File: config.mk
export PLATFORM = sky130hd
export DESIGN_NAME = qracc_mac_sched
export DESIGN_NICKNAME = d
export VERILOG_FILES = /design/src/rtl/qracc_mac_sched.sv
export SDC_FILE = /design/constraint.sdc
export NUM_CORES = 2
export LEC_CHECK = 0
export CAP_MARGIN = 20
export CORE_UTILIZATION = 35
export CTS_BUF_LIST = sky130_fd_sc_hd__clkbuf_4 sky130_fd_sc_hd__clkbuf_8
export CTS_CLUSTER_DIAMETER = 200
export CTS_CLUSTER_SIZE = 30
export DETAILED_ROUTE_END_ITERATION = 10
export SLEW_MARGIN = 10
export SYNTH_ARGS = -nofsm -noshare
export SYNTH_HDL_FRONTEND = slang
export SYNTH_SLANG_ARGS = --single-unit
File: constraint.sdc
create_clock -name clk -period 17.23 [get_ports clk]
set_clock_uncertainty 0.15 [all_clocks]
set_input_delay 1.723 -clock clk [delete_from_list [all_inputs] [get_ports clk]]
set_output_delay 1.723 -clock clk [all_outputs]
set_load 0.02 [all_outputs]
File: src/rtl/qracc_mac_sched.sv
// rtl/qracc_mac_sched.sv - shares the seq_acc SRAM/MAC port between a host port and a MAC job stream
// Round-robin arbitration, settle/plane sequencing and a plane-result FIFO with valid/ready.
module qracc_mac_sched #(
  parameter int NUM_ROWS      = 128,
  parameter int NUM_COLS      = 32,
  parameter int NUM_ADC_BITS  = 4,
  parameter int NUM_CFG_BITS  = 8,
  parameter int X_BITS        = 2,
  parameter int SETTLE_CYCLES = 5,
  parameter int RES_DEPTH     = 8
) (
  input  logic                             clk,
  input  logic                             rst,
  input  logic [NUM_CFG_BITS-1:0]          n_input_bits_cfg,
  input  logic                             h_rq_valid_i,
  output logic                             h_rq_ready_o,
  input  logic                             h_rq_wr_i,
  input  logic [$clog2(NUM_ROWS)-1:0]      h_addr_i,
  input  logic [NUM_COLS-1:0]              h_wr_data_i,
  output logic                             h_rd_valid_o,
  output logic [NUM_COLS-1:0]              h_rd_data_o,
  input  logic                             x_valid_i,
  output logic                             x_ready_o,
  input  logic [NUM_ROWS*X_BITS-1:0]       x_data_i,
  output logic                             res_valid_o,
  input  logic                             res_ready_i,
  output logic [NUM_COLS*NUM_ADC_BITS-1:0] res_data_o,
  output logic                             res_last_o,
  output logic                             acc_rq_valid_o,
  output logic                             acc_rq_wr_o,
  output logic [$clog2(NUM_ROWS)-1:0]      acc_addr_o,
  output logic [NUM_COLS-1:0]              acc_wr_data_o,
  input  logic                             acc_rq_ready_i,
  input  logic                             acc_rd_valid_i,
  input  logic [NUM_COLS-1:0]              acc_rd_data_i,
  output logic                             acc_mac_en_o,
  output logic [NUM_ROWS*X_BITS-1:0]       acc_x_data_o,
  input  logic [NUM_COLS*NUM_ADC_BITS-1:0] acc_adc_out_i,
  output logic                             busy_o
);

  localparam int AW    = $clog2(NUM_ROWS);
  localparam int XW    = NUM_ROWS * X_BITS;
  localparam int RW    = NUM_COLS * NUM_ADC_BITS;
  localparam int CW    = $clog2(RES_DEPTH + 1);
  localparam int PW    = (RES_DEPTH > 1) ? $clog2(RES_DEPTH) : 1;
  localparam int CNT_W = 8;

  typedef enum logic [2:0] {
    ST_IDLE, ST_SRAM_REQ, ST_SRAM_RD_WAIT, ST_MAC_SETTLE, ST_MAC_RUN, ST_MAC_READY
  } state_t;

  state_t            state_q, state_d;
  logic [CNT_W-1:0]  cnt_q;
  logic [CW-1:0]     n_q, n_eff;
  logic              rr_host_q;
  logic              acc_rq_wr_q;
  logic [AW-1:0]     acc_addr_q;
  logic [NUM_COLS-1:0] acc_wr_data_q, h_rd_data_q;
  logic              h_rd_valid_q;
  logic [XW-1:0]     x_q;
  logic [RW:0]       fifo_mem_q [RES_DEPTH];
  logic [PW-1:0]     wr_ptr_q, rd_ptr_q;
  logic [CW-1:0]     fifo_cnt_q, free_slots;
  logic              arb_ok, mac_elig, grant_host, grant_mac, push, pop, plane_last;

  function automatic logic [PW-1:0] ptr_inc(input logic [PW-1:0] p);
    return (p == PW'(RES_DEPTH - 1)) ? '0 : p + 1'b1;
  endfunction

  always_comb begin
    n_eff = NUM_CFG_BITS'(RES_DEPTH) < n_input_bits_cfg ? CW'(RES_DEPTH) : CW'(n_input_bits_cfg);
    if (n_input_bits_cfg == '0) n_eff = CW'(1);
  end

  // Host wins a tie only when the round-robin pointer currently favours it.
  assign free_slots = CW'(RES_DEPTH) - fifo_cnt_q;
  assign arb_ok     = (state_q == ST_IDLE) || (state_q == ST_MAC_READY);
  assign mac_elig   = x_valid_i && (free_slots >= n_eff);
  assign grant_host = arb_ok && h_rq_valid_i && (!mac_elig || rr_host_q);
  assign grant_mac  = arb_ok && mac_elig && !grant_host;
  assign plane_last = (cnt_q == CNT_W'(n_q - 1'b1));
  assign push       = (state_q == ST_MAC_RUN);
  assign pop        = res_valid_o && res_ready_i;

  always_ff @(posedge clk) begin
    if (rst) state_q <= ST_IDLE;
    else     state_q <= state_d;
  end

  always_comb begin
    state_d = state_q;
    case (state_q)
      ST_IDLE, ST_MAC_READY: begin
        if (grant_host)
          state_d = ST_SRAM_REQ;
        else if (grant_mac)
          state_d = (state_q == ST_IDLE && SETTLE_CYCLES > 0) ? ST_MAC_SETTLE : ST_MAC_RUN;
      end
      ST_SRAM_REQ:     if (acc_rq_ready_i) state_d = acc_rq_wr_q ? ST_IDLE : ST_SRAM_RD_WAIT;
      ST_SRAM_RD_WAIT: if (acc_rd_valid_i) state_d = ST_IDLE;
      ST_MAC_SETTLE:   if (cnt_q == CNT_W'(SETTLE_CYCLES - 1)) state_d = ST_MAC_RUN;
      ST_MAC_RUN:      if (plane_last) state_d = ST_MAC_READY;
      default:         state_d = ST_IDLE;
    endcase
  end

  always_comb begin
    acc_mac_en_o   = (state_q == ST_MAC_SETTLE) || (state_q == ST_MAC_RUN) ||
                     (state_q == ST_MAC_READY);
    acc_rq_valid_o = (state_q == ST_SRAM_REQ);
    h_rq_ready_o   = (state_q == ST_SRAM_REQ) && acc_rq_ready_i;
    x_ready_o      = grant_mac;
    busy_o         = !arb_ok || (fifo_cnt_q != '0);
  end

  always_ff @(posedge clk) begin
    if (rst) begin
      cnt_q         <= '0;
      n_q           <= '0;
      rr_host_q     <= 1'b1;
      acc_rq_wr_q   <= 1'b0;
      acc_addr_q    <= '0;
      acc_wr_data_q <= '0;
      h_rd_valid_q  <= 1'b0;
      h_rd_data_q   <= '0;
      x_q           <= '0;
      wr_ptr_q      <= '0;
      rd_ptr_q      <= '0;
      fifo_cnt_q    <= '0;
    end else begin
      if (grant_host) begin
        acc_rq_wr_q   <= h_rq_wr_i;
        acc_addr_q    <= h_addr_i;
        acc_wr_data_q <= h_wr_data_i;
        rr_host_q     <= 1'b0;
      end
      if (grant_mac) begin
        x_q       <= x_data_i;
        n_q       <= n_eff;
        rr_host_q <= 1'b1;
      end
      if (state_d != state_q)
        cnt_q <= '0;
      else if (state_q == ST_MAC_SETTLE || state_q == ST_MAC_RUN)
        cnt_q <= cnt_q + 1'b1;
      h_rd_valid_q <= (state_q == ST_SRAM_RD_WAIT) && acc_rd_valid_i;
      if ((state_q == ST_SRAM_RD_WAIT) && acc_rd_valid_i)
        h_rd_data_q <= acc_rd_data_i;
      if (push) wr_ptr_q <= ptr_inc(wr_ptr_q);
      if (pop)  rd_ptr_q <= ptr_inc(rd_ptr_q);
      fifo_cnt_q <= fifo_cnt_q + CW'(push) - CW'(pop);
    end
  end

  // Storage is not reset; the output mux hides stale entries while empty.
  always_ff @(posedge clk) begin
    if (push) fifo_mem_q[wr_ptr_q] <= {plane_last, acc_adc_out_i};
  end

  assign res_valid_o   = (fifo_cnt_q != '0);
  assign res_data_o    = res_valid_o ? fifo_mem_q[rd_ptr_q][RW-1:0] : '0;
  assign res_last_o    = res_valid_o && fifo_mem_q[rd_ptr_q][RW];
  assign acc_rq_wr_o   = acc_rq_wr_q;
  assign acc_addr_o    = acc_addr_q;
  assign acc_wr_data_o = acc_wr_data_q;
  assign acc_x_data_o  = x_q;
  assign h_rd_valid_o  = h_rd_valid_q;
  assign h_rd_data_o   = h_rd_data_q;

endmodule

[Yosys cells after proc, flatten, opt, wreduce, memory -nomap -nowiden]
Memories as Yosys holds them, arrays and structs flattened. A register that Yosys moved wholly into a read port is not among the register bits.
Cells that the tools add are included.
Word-level totals
  register bits after elaboration: 355
  output and inout bits: 464
  memory bits (writable): 1032
  memories kept: 1
  input port bits: 471
Memories
  fifo_mem_q: words 8, bits a word 129, rd ports 1, clocked after memory_dff 1, wr ports 1, line 62  | logic [RW:0] fifo_mem_q [RES_DEPTH];
Operators by class
  mux-type cells: 18
  eq/ne operators: 10
  order comparisons: 2
  reduce and logical (&&, ||, !) cells: 23
  add/sub/neg operators: 7
Operators with widths (count)
  128-bit 2-to-1 mux: 1
  3-bit 2-to-1 mux: 11
  3-bit case mux with 5 select lines: 1
  3-bit == test, second input constant: 4
  1-bit logical AND: 9
  8-bit by 1-bit adder with 8-bit output, second input constant: 1
  8-bit by 3-bit == test with 1-bit output, second input constant: 1
  8-bit == test: 1
  8-bit logical NOT: 1
  4-bit by 8-bit < comparator with 1-bit output, first input constant: 1
  4-bit 2-to-1 mux: 2
  3-bit by 1-bit adder with 3-bit output, second input constant: 2
  3-bit by 2-bit == test with 1-bit output, second input constant: 2
  2-bit OR reduction: 3
  1-bit logical OR: 5
  4-bit by 1-bit subtractor with 5-bit output, second input constant: 1
  4-bit by 1-bit adder with 4-bit output: 1
  4-bit greater-or-equal comparator: 1
  4-bit nonzero test: 1
  4-bit by 1-bit subtractor with 4-bit output: 1
  4-bit subtractor, first input constant: 1
  3-bit by 1-bit == test with 1-bit output, second input constant: 1
  1-bit logical NOT: 3
  3-bit logical NOT: 1
  other kinds (3): 4

[Logic depth before layout (Yosys ltp)]
  word-level depth: 15
  depth in mapped cells: 14
  depth with buffers taken out: 13

[Worst setup path after synthesis]
Ideal clock, no wire load.
  path kind: register to register
  start point: register state_q[0]
  end point: memory fifo_mem_q[0][0] in the netlist's numbering, enable pin
  clock period less this slack: 14.256 ns
  slack: 2.974 ns
  path buffers: 2
  arrival: 13.173 ns
  stages on the path, launching flop included: 6
  library setup time: 0.933 ns
  cell sequence: dfxtp_1 -> buf_6 -> nor3b_2 -> buf_2 -> inv_2 -> nor4_1
On the way
  longest elaborated chain between the ends: 3
RTL lines
  start: declaration: line 53  | state_t state_q, state_d;
  start signal: assignment: line 88  | else state_q <= state_d;
  3-bit == test: line 83  | assign push = (state_q == ST_MAC_RUN);
  1-bit 2-to-1 mux: line 158  | if (push) fifo_mem_q[wr_ptr_q] <= {plane_last, acc_adc_out_i};
  1-bit 2-to-1 mux (not written as such): line 158
  end: declaration: line 62
Every way passes these cells.

[Final worst setup path]
  start point: input n_input_bits_cfg[6]
  end point: output x_ready_o
On the way
  longest elaborated chain between the ends: 10
RTL lines
  start: declaration: line 14  | input logic [NUM_CFG_BITS-1:0] n_input_bits_cfg,
  4-bit by 8-bit < comparator with 1-bit output: line 72  | n_eff = NUM_CFG_BITS'(RES_DEPTH) < n_input_bits_cfg ? CW'(RES_DEPTH) : CW'(n_input_bits_cfg);
  4-bit 2-to-1 mux: line 72
  4-bit 2-to-1 mux (*): line 73  | if (n_input_bits_cfg == '0) n_eff = CW'(1);
  via n_eff[0]: line 55  | logic [CW-1:0] n_q, n_eff;
  4-bit greater-or-equal comparator (*): line 79  | assign mac_elig = x_valid_i && (free_slots >= n_eff);
  1-bit logical AND (*): line 79
  1-bit logical NOT: line 80  | assign grant_host = arb_ok && h_rq_valid_i && (!mac_elig || rr_host_q);
  1-bit logical OR: line 80
  1-bit logical AND: line 80
  1-bit logical NOT: line 81  | assign grant_mac = arb_ok && mac_elig && !grant_host;
  1-bit logical AND (*): line 81
  end: declaration: line 23  | output logic x_ready_o,
Mark *: on every way through the listed nets, which the timed path passes. The rest lies on a longest branch.

==> flow_summary.ini <==
[run_status]
outcome = complete, no violations

[detailed_routing]
route.detailed.drc = 0
viasPerCell = 5.106
ant_nets = 0
first_pass_iters = 7
wl_per_cell_um = 26.89
drtIter0Drc = 2251
vias = 31346
totalWireLength_mm = 165.1

[power_and_ir_drop]
internal_power_mw = 5.199
powerDensity_nw_per_um2 = 121.5
switching_share = 0.3375
pwr-share-seq = 0.493
power_frac_comb = 0.344
clkPwrFrac = 0.163
p_leak_nw = 19.66
power.switching_mw = 2.649
ir_worst_vdd_mv = 0.08825

[synthesis]
synth.area.top_cells = edfxtp_1 59%, dfxtp_1 14%, mux4_2 11%, nand2_1 4.9%, a21oi_1 3.3%
synthesis.area_um2 = 52430
netlist_instances = 3332
synth_xor_area_frac = 0.003150
synth.net_count = 3822
yosysTopAreaCell = edfxtp_1
synth_mux_area_frac = 0.1356
synth-async-reset-ratio = 0
synth-adder-area-share = 0.004677
ys_ff_latch = 1390
synth_simple_gate_area_frac = 0.06753
synth_ff_type = edfxtp_1
ys.warnings.count = 0
synthDominantCellAreaShare = 0.5910
synth-seq-area-share = 0.7277
syn_avg_cell_area_um2 = 15.74
synth_compound_area_frac = 0.03964
synth_top_family_by_area = multiplexers
synth_edf_count = 1032
ys_types = 55

[timing]
tns_ns = 0
setup_viol_count_final = 0
hold_ws_ns = 0.3158
worstMarginPinSlew_ns = 1.165
rsz0062_at_grt = false
hold_viol_final = 0
setup_slack_ns = 9.163
drv_slew = 0
relSlewSlack = 0.2235
post-route-period-util = 0.4682
fmax_ghz = 0.1240
finalCriticalPeriod_ns = 8.068

[placed_design]
dp_slack_ns = 9.177
place_congestion = 0.9762
io_buffers = 934
hpwl_mm = 111.2
post_dp_cell_area_um2 = 63640

[worst_setup_path]
cp.required_ns = 15.36
crit_buf_inv = 3
path_cells = clkdlybuf4s50_1 -> or4_1 -> nor2_1 -> o21a_1 -> ha_1 -> nand2b_4 -> a2111oi_4 -> or3_4 -> inv_8 -> clkdlybuf4s50_1
crit_path_frequent_cell = clkdlybuf4s50_1
critical_path.max_fanout = 74
end_kind = output port
slowest_stage = or3_4
crit_path_start = n_input_bits_cfg[6]
worstPathArrival_ns = 6.19
crit_family = simple AND/OR/NAND/NOR gates
worstReg2RegStart = fifo_cnt_q[1]
startpoint_type = primary input
cp_slowest_stage_delay_ns = 0.77
critPathKind = in2out

[grt]
grt_start_max_net_pins = 166
grt_overflow_total = 0
grt_pass1_vias = 30464
grt_pass1_wl_mm = 230.1
track_usage = 0.2121
antenna_found_initial = 99

[clock_tree]
clock_latency_ns = 0.85
clockBufferDepth = 3
cts_sinks = 1390
cts_root_buffer = clkbuf_8
post_cts_buffers = 0
cts_tree = built
postCtsResizedCells = 0
cts-hold-fix-buffers = 0
path_clk_slew_ns = 0.17
cts_buffers = 52
h-tree-depth = 2

[die]
core_um2 = 148200
num_rows = 141
start_util = 0.3538
io_pins = 935
die_y_um = 389.1
fp.dieW_um = 389.1
die-area_um2 = 151400

[job]
cap_violations = 0

[final_layout]
finalNetCount = 4650
final_layout_size_suffix_gt1_frac = 0.09588
layout_commonest_cell = edfxtp_1
area_growth_pct = 23.23
layout_common_cells = 1,032 x edfxtp_1, 933 x clkdlybuf4s50_1, 688 x nand2_1, 355 x dfxtp_1, 343 x a21oi_1
fin_area_um2 = 64620
final_core_util = 0.4360

[hold_path]
hold_class = reg2reg
min_from = acc_x_data_o[63]
[worst reg2reg max path: cells and delay by family, from the launching register on]
kind | cells | cell delay (ns)
adder cells (fa/ha/maj) | 2 | 0.48
XOR/XNOR | 1 | 0.15
AND/OR/NAND/NOR | 3 | 1.07
buffers and inverters | 4 | 2.29
flip-flops | 1 | 0.44
AO/OA/AOI/OAI | 3 | 0.41
[layout make-up]
| type | instances | area, µm² |
|---|---|---|
| flip-flops and latches | 1390 | 38170 |
| clock inverters | 3 | 52.55 |
| fillers | 13402 | 83580 |
| repair buffers | 983 | 9792 |
| multi-input cells | 1713 | 13210 |
| inverters | 20 | 82.58 |
| well taps | 1930 | 2415 |
| diodes | 37 | 92.59 |
| clock buffers | 63 | 804.5 |
[per-stage QoR]
stage,std cells,power [mW]
2_1_floorplan,3332,5.448
3_3_place_gp,6035,6.675
3_5_place_dp,6035,6.680
4_1_cts,6101,7.949
5_1_grt,6130,8.208
6_report,6139,7.849
[metal layers]
layer	vias to the layer above	wire (µm)	global-route usage
li1	13972	-	-
met4	58	5237	0.06586
met3	297	13030	0.05751
met1	15990	64220	0.2619
met2	1029	82210	0.3608
met5	-	402	0
[cells in the mapped netlist (3+ instances only)]
master	count
edfxtp_1	1032
nand2_1	688
dfxtp_1	358
a21oi_1	343
mux4_2	258
nor2_1	150
mux2i_1	130
clkbuf_1	98
buf_2	69
buf_6	22
ha_1	18
inv_1	18
a211oi_1	17
buf_1	14
nand3_1	13
nor3_1	11
o21ai_1	10
xor2_1	9
xnor2_1	8
and3_1	5
buf_4	5
nand2b_1	5
nor2b_1	3
nor3b_1	3
o2111ai_1	3
o211ai_1	3
o31ai_1	3
or3_1	3
[cells by family (layout without fill, tap and decap cells)]
logic type                 after synthesis  after routing
AOI/OAI and AO/OA                      391            391
xor gates and xnor gates                18             18
adders and majority gates               19             19
buffers and inverters                  229           1069
DFF                                   1390           1390
muxes                                  388            388
other                                    0             37
and+or+nand+nor                        897            897
[path summary, 6_finish.rpt]
kind	end	slack [ns]	cells past startpoint
worst max register to register	acc_x_data_o[170]	12.18	13
worst min register to register	acc_x_data_o[63]	0.32	2
worst max-delay path	x_ready_o	9.16	10
worst min-delay path	acc_x_data_o[63]	0.32	2
[power groups by stage]
stage | Clock, mW | Combinational [mW] | Sequential [mW]
global route | 1.42 | 2.89 | 3.89
floorplan | 0 | 1.38 | 4.06
finish | 1.28 | 2.70 | 3.87
CTS | 1.34 | 2.74 | 3.87
global placement | 0 | 2.73 | 3.94
detailed placement | 0 | 2.73 | 3.95
[registers in the layout, indices dropped and copies added, names as in the netlist, named ones only]
register,flops
h_rd_valid_o,1
acc_wr_data_o,32
state_q,3
h_rd_data_o,32
wr_ptr_q,3
n_q,4
rr_host_q,1
acc_x_data_o,256
fifo_cnt_q,4
cnt_q,8
rd_ptr_q,3
fifo_mem_q,1032
acc_addr_o,7
acc_rq_wr_o,1
(Power assumes the default switching activity.)
